File: src/rtl/conv2d_channel_acc.sv
// Multi-input-channel conv2d output engine: one KH*KW window beat per input channel, KERNEL_NUM
// parallel MACs, bias, arithmetic-shift requantisation, saturation. Optional ReLU: CONV2D_ACC_RELU_EN.
module conv2d_channel_acc #(
  parameter int unsigned BITWIDTH    = 8,
  parameter int unsigned KERNEL_H    = 3,
  parameter int unsigned KERNEL_W    = 3,
  parameter int unsigned IN_CHANNELS = 4,
  parameter int unsigned KERNEL_NUM  = 2,
  parameter int unsigned ACC_WIDTH   = 32,
  parameter int unsigned OUT_SHIFT   = 0
) (
  input  logic                                          clk,
  input  logic                                          rst,
  input  logic                                          start,
  output logic                                          busy,
  output logic                                          done,
  input  logic [KERNEL_NUM*ACC_WIDTH-1:0]               bias,
  input  logic                                          win_valid,
  output logic                                          win_ready,
  input  logic [KERNEL_H*KERNEL_W*BITWIDTH-1:0]         win_data,
  input  logic [KERNEL_NUM*KERNEL_H*KERNEL_W*BITWIDTH-1:0] wgt_data,
  output logic                                          out_valid,
  input  logic                                          out_ready,
  output logic [KERNEL_NUM*2*BITWIDTH-1:0]              out_data
);

  localparam int unsigned K    = KERNEL_H * KERNEL_W;
  localparam int unsigned OW   = 2 * BITWIDTH;
  localparam int unsigned CntW = (IN_CHANNELS > 1) ? $clog2(IN_CHANNELS) : 1;
  localparam logic [CntW-1:0] LastCh = CntW'(IN_CHANNELS - 1);

  // Output range expressed at accumulator width; assumes ACC_WIDTH >= 2*BITWIDTH.
  localparam logic signed [ACC_WIDTH-1:0] SatMax = {{(ACC_WIDTH-OW+1){1'b0}}, {(OW-1){1'b1}}};
  localparam logic signed [ACC_WIDTH-1:0] SatMin = {{(ACC_WIDTH-OW+1){1'b1}}, {(OW-1){1'b0}}};

  typedef enum logic [1:0] {StIdle, StAccum, StFinal, StOutput} state_e;

  state_e                        state_q, state_d;
  logic [CntW-1:0]               ch_cnt_q, ch_cnt_d;
  logic signed [ACC_WIDTH-1:0]   acc_q [KERNEL_NUM];
  logic signed [ACC_WIDTH-1:0]   acc_d [KERNEL_NUM];
  logic [KERNEL_NUM*OW-1:0]      out_data_q, out_data_d;
  logic                          out_valid_q, out_valid_d;
  logic                          done_q, done_d;

  logic signed [ACC_WIDTH-1:0]   beat_sum [KERNEL_NUM];
  logic signed [OW-1:0]          res      [KERNEL_NUM];
  logic                          beat_fire;

  assign busy      = (state_q != StIdle);
  assign win_ready = (state_q == StAccum);
  assign beat_fire = win_valid && (state_q == StAccum);
  assign out_valid = out_valid_q;
  assign out_data  = out_data_q;
  assign done      = done_q;

  // Dot product of the current window with each kernel; sums wrap at accumulator width.
  always_comb begin : mac
    logic signed [BITWIDTH-1:0] a;
    logic signed [BITWIDTH-1:0] w;
    logic signed [OW-1:0]       p;
    a = '0;
    w = '0;
    p = '0;
    beat_sum = '{default: '0};
    for (int k = 0; k < int'(KERNEL_NUM); k++) begin
      for (int i = 0; i < int'(K); i++) begin
        a = win_data[i*BITWIDTH +: BITWIDTH];
        w = wgt_data[(k*K+i)*BITWIDTH +: BITWIDTH];
        p = a * w;
        beat_sum[k] = beat_sum[k] + ACC_WIDTH'(p);
      end
    end
  end

  // Floor shift, clamp to the 2*BITWIDTH signed range, optional ReLU.
  always_comb begin : requant
    logic signed [ACC_WIDTH-1:0] sh;
    sh  = '0;
    res = '{default: '0};
    for (int k = 0; k < int'(KERNEL_NUM); k++) begin
      sh = acc_q[k] >>> OUT_SHIFT;
      if (sh > SatMax) begin
        res[k] = SatMax[OW-1:0];
      end else if (sh < SatMin) begin
        res[k] = SatMin[OW-1:0];
      end else begin
        res[k] = sh[OW-1:0];
      end
`ifdef CONV2D_ACC_RELU_EN
      if (res[k] < 0) begin
        res[k] = '0;
      end
`endif
    end
  end

  always_comb begin : next_state
    state_d     = state_q;
    ch_cnt_d    = ch_cnt_q;
    acc_d       = acc_q;
    out_data_d  = out_data_q;
    out_valid_d = out_valid_q;
    done_d      = 1'b0;
    unique case (state_q)
      StIdle: begin
        if (start) begin
          for (int k = 0; k < int'(KERNEL_NUM); k++) begin
            acc_d[k] = bias[k*ACC_WIDTH +: ACC_WIDTH];
          end
          ch_cnt_d = '0;
          state_d  = StAccum;
        end
      end
      StAccum: begin
        if (beat_fire) begin
          for (int k = 0; k < int'(KERNEL_NUM); k++) begin
            acc_d[k] = acc_q[k] + beat_sum[k];
          end
          ch_cnt_d = ch_cnt_q + 1'b1;
          if (ch_cnt_q == LastCh) begin
            state_d = StFinal;
          end
        end
      end
      StFinal: begin
        for (int k = 0; k < int'(KERNEL_NUM); k++) begin
          out_data_d[k*OW +: OW] = res[k];
        end
        out_valid_d = 1'b1;
        state_d     = StOutput;
      end
      StOutput: begin
        if (out_ready) begin
          out_valid_d = 1'b0;
          done_d      = 1'b1;
          state_d     = StIdle;
        end
      end
      default: state_d = StIdle;
    endcase
  end

  always_ff @(posedge clk) begin
    if (rst) begin
      state_q     <= StIdle;
      ch_cnt_q    <= '0;
      acc_q       <= '{default: '0};
      out_data_q  <= '0;
      out_valid_q <= 1'b0;
      done_q      <= 1'b0;
    end else begin
      state_q     <= state_d;
      ch_cnt_q    <= ch_cnt_d;
      acc_q       <= acc_d;
      out_data_q  <= out_data_d;
      out_valid_q <= out_valid_d;
      done_q      <= done_d;
    end
  end

endmodule

File: config.mk
export PLATFORM = sky130hd
export DESIGN_NAME = conv2d_channel_acc
export DESIGN_NICKNAME = d
export VERILOG_FILES = /design/src/rtl/conv2d_channel_acc.sv
export SDC_FILE = /design/constraint.sdc
export NUM_CORES = 2
export LEC_CHECK = 0
export ABC_CLOCK_PERIOD_IN_PS = 24500
export BUFFER_PORTS_ARGS = -buffer_cell sky130_fd_sc_hd__buf_4
export CORE_UTILIZATION = 70
export CTS_BUF_LIST = sky130_fd_sc_hd__clkbuf_4
export CTS_CLUSTER_SIZE = 20
export DETAILED_ROUTE_END_ITERATION = 7
export GPL_TIMING_DRIVEN = 0
export HOLD_SLACK_MARGIN = 0.05
export PLACE_DENSITY = 0.95
export SYNTH_ARGS = -nofsm -noshare
export SYNTH_HDL_FRONTEND = slang
export SYNTH_SLANG_ARGS = --single-unit
File: constraint.sdc
create_clock -name clk -period 24.5 [get_ports clk]
set_input_delay 2.45 -clock clk [delete_from_list [all_inputs] [get_ports clk]]
set_output_delay 2.45 -clock clk [all_outputs]
set_load 0.05 [all_outputs]
==> flow_summary_export.csv <==
group,metric,value,unit
outcome,status,"finished with violations",
outcome,violations,"DRC",
synthesis,ys_seq_elements,102,
clocking,cts_setup_buffers,0,
synthesis,ys_seq_area_share,3.253,%
clocking,clk_pin_slew,190,ps
grt,grt_pass1_vias,51194,
floorplan,fp.dieW,301.5,um
floorplan,core-area,88650,um^2
critical_path,worstSetupPathType,"primary input to flop",
critical_path,crit_arrival,12370,ps
timing,rsz0062_at_grt,"false",
grt,grt_first_pass_wirelength,312000,um
clocking,htree_levels,3,
synthesis,synth-edff-count,0,
final_layout,final_cells,7928,
placed_design,hpwl,184500,um
clocking,clockRootBuffer,"clkbuf_4",
clocking,ctsResizeCount,0,
placed_design,placed_cells,7899,
clocking,insertion_delay,560,ps
critical_path,crit_family,"adder cells",
final_layout,n_fill_cell,6183,
placed_design,pre_cts_ws,12250,ps
drt,drc_errors,28,
critical_path,ff2ff_setup_slack,16560,ps
final_layout,area_growth,6.317,%
critical_path,worst_path_max_delay_cell,"fa_1",
drt,vias,46068,
final_layout,layout.nets,9282,
final_layout,regArea,2042,um^2
floorplan,num_io_pins,321,
clocking,cts_tree,"done",
final_layout,multi_input_area,52410,um^2
drt,drt_iter0_drc,4847,
timing,max_slew_margin,3.948,%
timing,drv_slew,0,
synthesis,syn_area,62770,um^2
drt,wl,206500,um
grt,grt-ovfl-total,0,
critical_path,critPathCapture,"acc_q[58]",
critical_path,crit_fanout,13,
final_layout,post-route-util,75.28,%
floorplan,dieArea,90870,um^2
clocking,holdBufCountCts,0,
synthesis,synthArstFlopShare,0,%
floorplan,die_h,301.5,um
synthesis,synth_top_cell_by_area,"fa_1",
drt,dr.pass1.iters,8,
hold_path,hold_path.class,"flop to flop",
grt,grt_max_degree,21,
timing,hold_viol_final,0,
timing,layout_setup_ws,12610,ps
synthesis,syn_avg_cell_area,9.771,um^2
synthesis,synth_warnings,0,
synthesis,syn_nets,8961,
timing,tightestPinTransition,1437,ps
critical_path,r2r-start,"requant.sh[8]",
synthesis,synth_top_area_share,57.92,%
placed_design,place_congestion,1.072,
critical_path,path_buf_inv,7,
timing,fin_crit,11890,ps
timing,fin_worst_skew,31.56,ps
clocking,cts_made_buffers,9,
critical_path,start_kind,"primary input",
critical_path,ff2ff_path_depth,25,
drt,wire_per_inst,26.04,um
critical_path,critPathMaxStageDelay,1330,ps
timing,fin_setup_tns,0,ps
critical_path,worstSetupEndpointType,"flop",
grt,antenna_found_initial,23,
synthesis,synth_cell_types,69,
synthesis,synthCells,6424,
timing,fin_crit_sh,48.51,%
timing,max_freq,0.08414,GHz
critical_path,cp-startpoint,"win_data[63]",
final_layout,layout-drive-gt1-share,5.215,%
drt,antenna_left,0,
run,cap_viol_max_count,0,
clocking,clkSinkCount,102,
placed_design,port_buffers,310,
critical_path,timing.rr.end,"requant.sh[26]",
synthesis,synth_area_leaders,"fa_1, inv_1, ha_1",
critical_path,cp.required,24980,ps
floorplan,start_util,70.81,%
floorplan,rows,109,
grt,grtUsageTotal,48.27,%
critical_path,timing.critical_path.mode_cell,"fa_1",
timing,setup_violations,0,
drt,vias_per_cell,5.811,
synthesis,synth-main-ff-cell,"dfxtp_1",
critical_path,crit_cells,28,
clocking,clock_path_buffers,2,
[how the worst min path moves through the flow]
stage	start	to	slack (ps)	cells after the start
2_1_floorplan	acc_q[36]	acc_q[36]	440	2
3_3_place_gp	out_data[28]	out_data[28]	460	2
3_5_place_dp	out_data[17]	out_data[17]	460	2
4_1_cts	out_data[17]	out_data[17]	490	2
5_1_grt	out_data[29]	out_data[29]	510	2
6_report	out_data[25]	out_data[25]	490	2
[tightest hold or removal path, cell delays in order (launching register included)]
cell	delay [ps]
dfxtp_1	350
nand2b_1	60
a21oi_1	50
[routing by layer]
layer | global-route usage, % | part of all wire [%] | up-vias
met5 | 0 | 0.045 | -
met4 | 29.35 | 7.8 | 14
li1 | - | - | 18820
met1 | 62.48 | 35 | 23439
met3 | 15.33 | 13 | 753
met2 | 71.54 | 44 | 3042
[cells by family after synthesis]
family / Yosys count / synth area share (%)
adder cells (fa/ha/maj): 2252 / 66.61
buffers and inverters: 2218 / 13.27
AND/OR/NAND/NOR: 1403 / 11.75
AO/OA/AOI/OAI: 348 / 3.652
flip-flops: 102 / 3.253
XOR/XNOR: 71 / 0.9907
multiplexers: 30 / 0.4824
[cells in the mapped netlist (all sizes together) (4+ instances only)]
cell type and number:
a211oi 30, a21o 22, a21oi 132, a221oi 11, a222oi 7, a22oi 11, a2bb2oi 4, a31oi 11
and2 615, and3 6, buf 5, clkbuf 120, dfxtp 102, fa 1816, ha 436, inv 2092
mux2i 28, nand2 451, nand2b 98, nand3 8, nand4 11, nor2 108, nor2b 75, nor3 12
nor4 8, o211ai 8, o21a 11, o21ai 63, o21bai 6, o31ai 5, or3 4, xnor2 39
xor2 32
[registers in the layout, summed over array words and instances, names as in the netlist]
signal,count
acc_q,32
ch_cnt_q,2
done,1
out_data,32
out_valid,1
requant.sh,32
state_q,2
[cells in the final DEF, fill, tap and decap left out, drive strengths merged, types with 7 or more instances in the layout]
cell and count:
nand3 8, o211ai 8, a222oi 7, a21o 22
clkbuf 129, buf 315, nand2b 98, and2 615
mux2i 28, o21ai 63, ha 436, nor2b 75
nor3 12, nor2 108, a21oi 132, xor2 32
diode 13, xnor2 39, dfxtp 102, nor4 8
inv 2096, o21a 11, nand4 11, a31oi 11
fa 1816, nand2 451, a22oi 11, a211oi 30
a221oi 11
[layout make-up]
type | instances | share of cell area [%]
Inverter | 2093 | 11.77
Timing Repair Buffer | 310 | 3.487
Antenna cell | 13 | 0.04875
Buffer | 125 | 0.7050
Tap cell | 1165 | 2.184
Multi-Input combinational cell | 4104 | 78.53
Clock inverter | 7 | 0.1125
Sequential cell | 102 | 3.060
Clock buffer | 9 | 0.1012
[through the flow]
stage	hold slack [ps]	cell area, um^2
CTS	488.1	66700
floorplan	441.8	62770
global route	510.8	66720
detailed placement	459.2	66560
global placement	456.5	66550
finish	487.6	66730
Power is left out: the tool's default activity adds up to more than one toggle a clock period on the data nets, which glitch-free logic cannot reach.
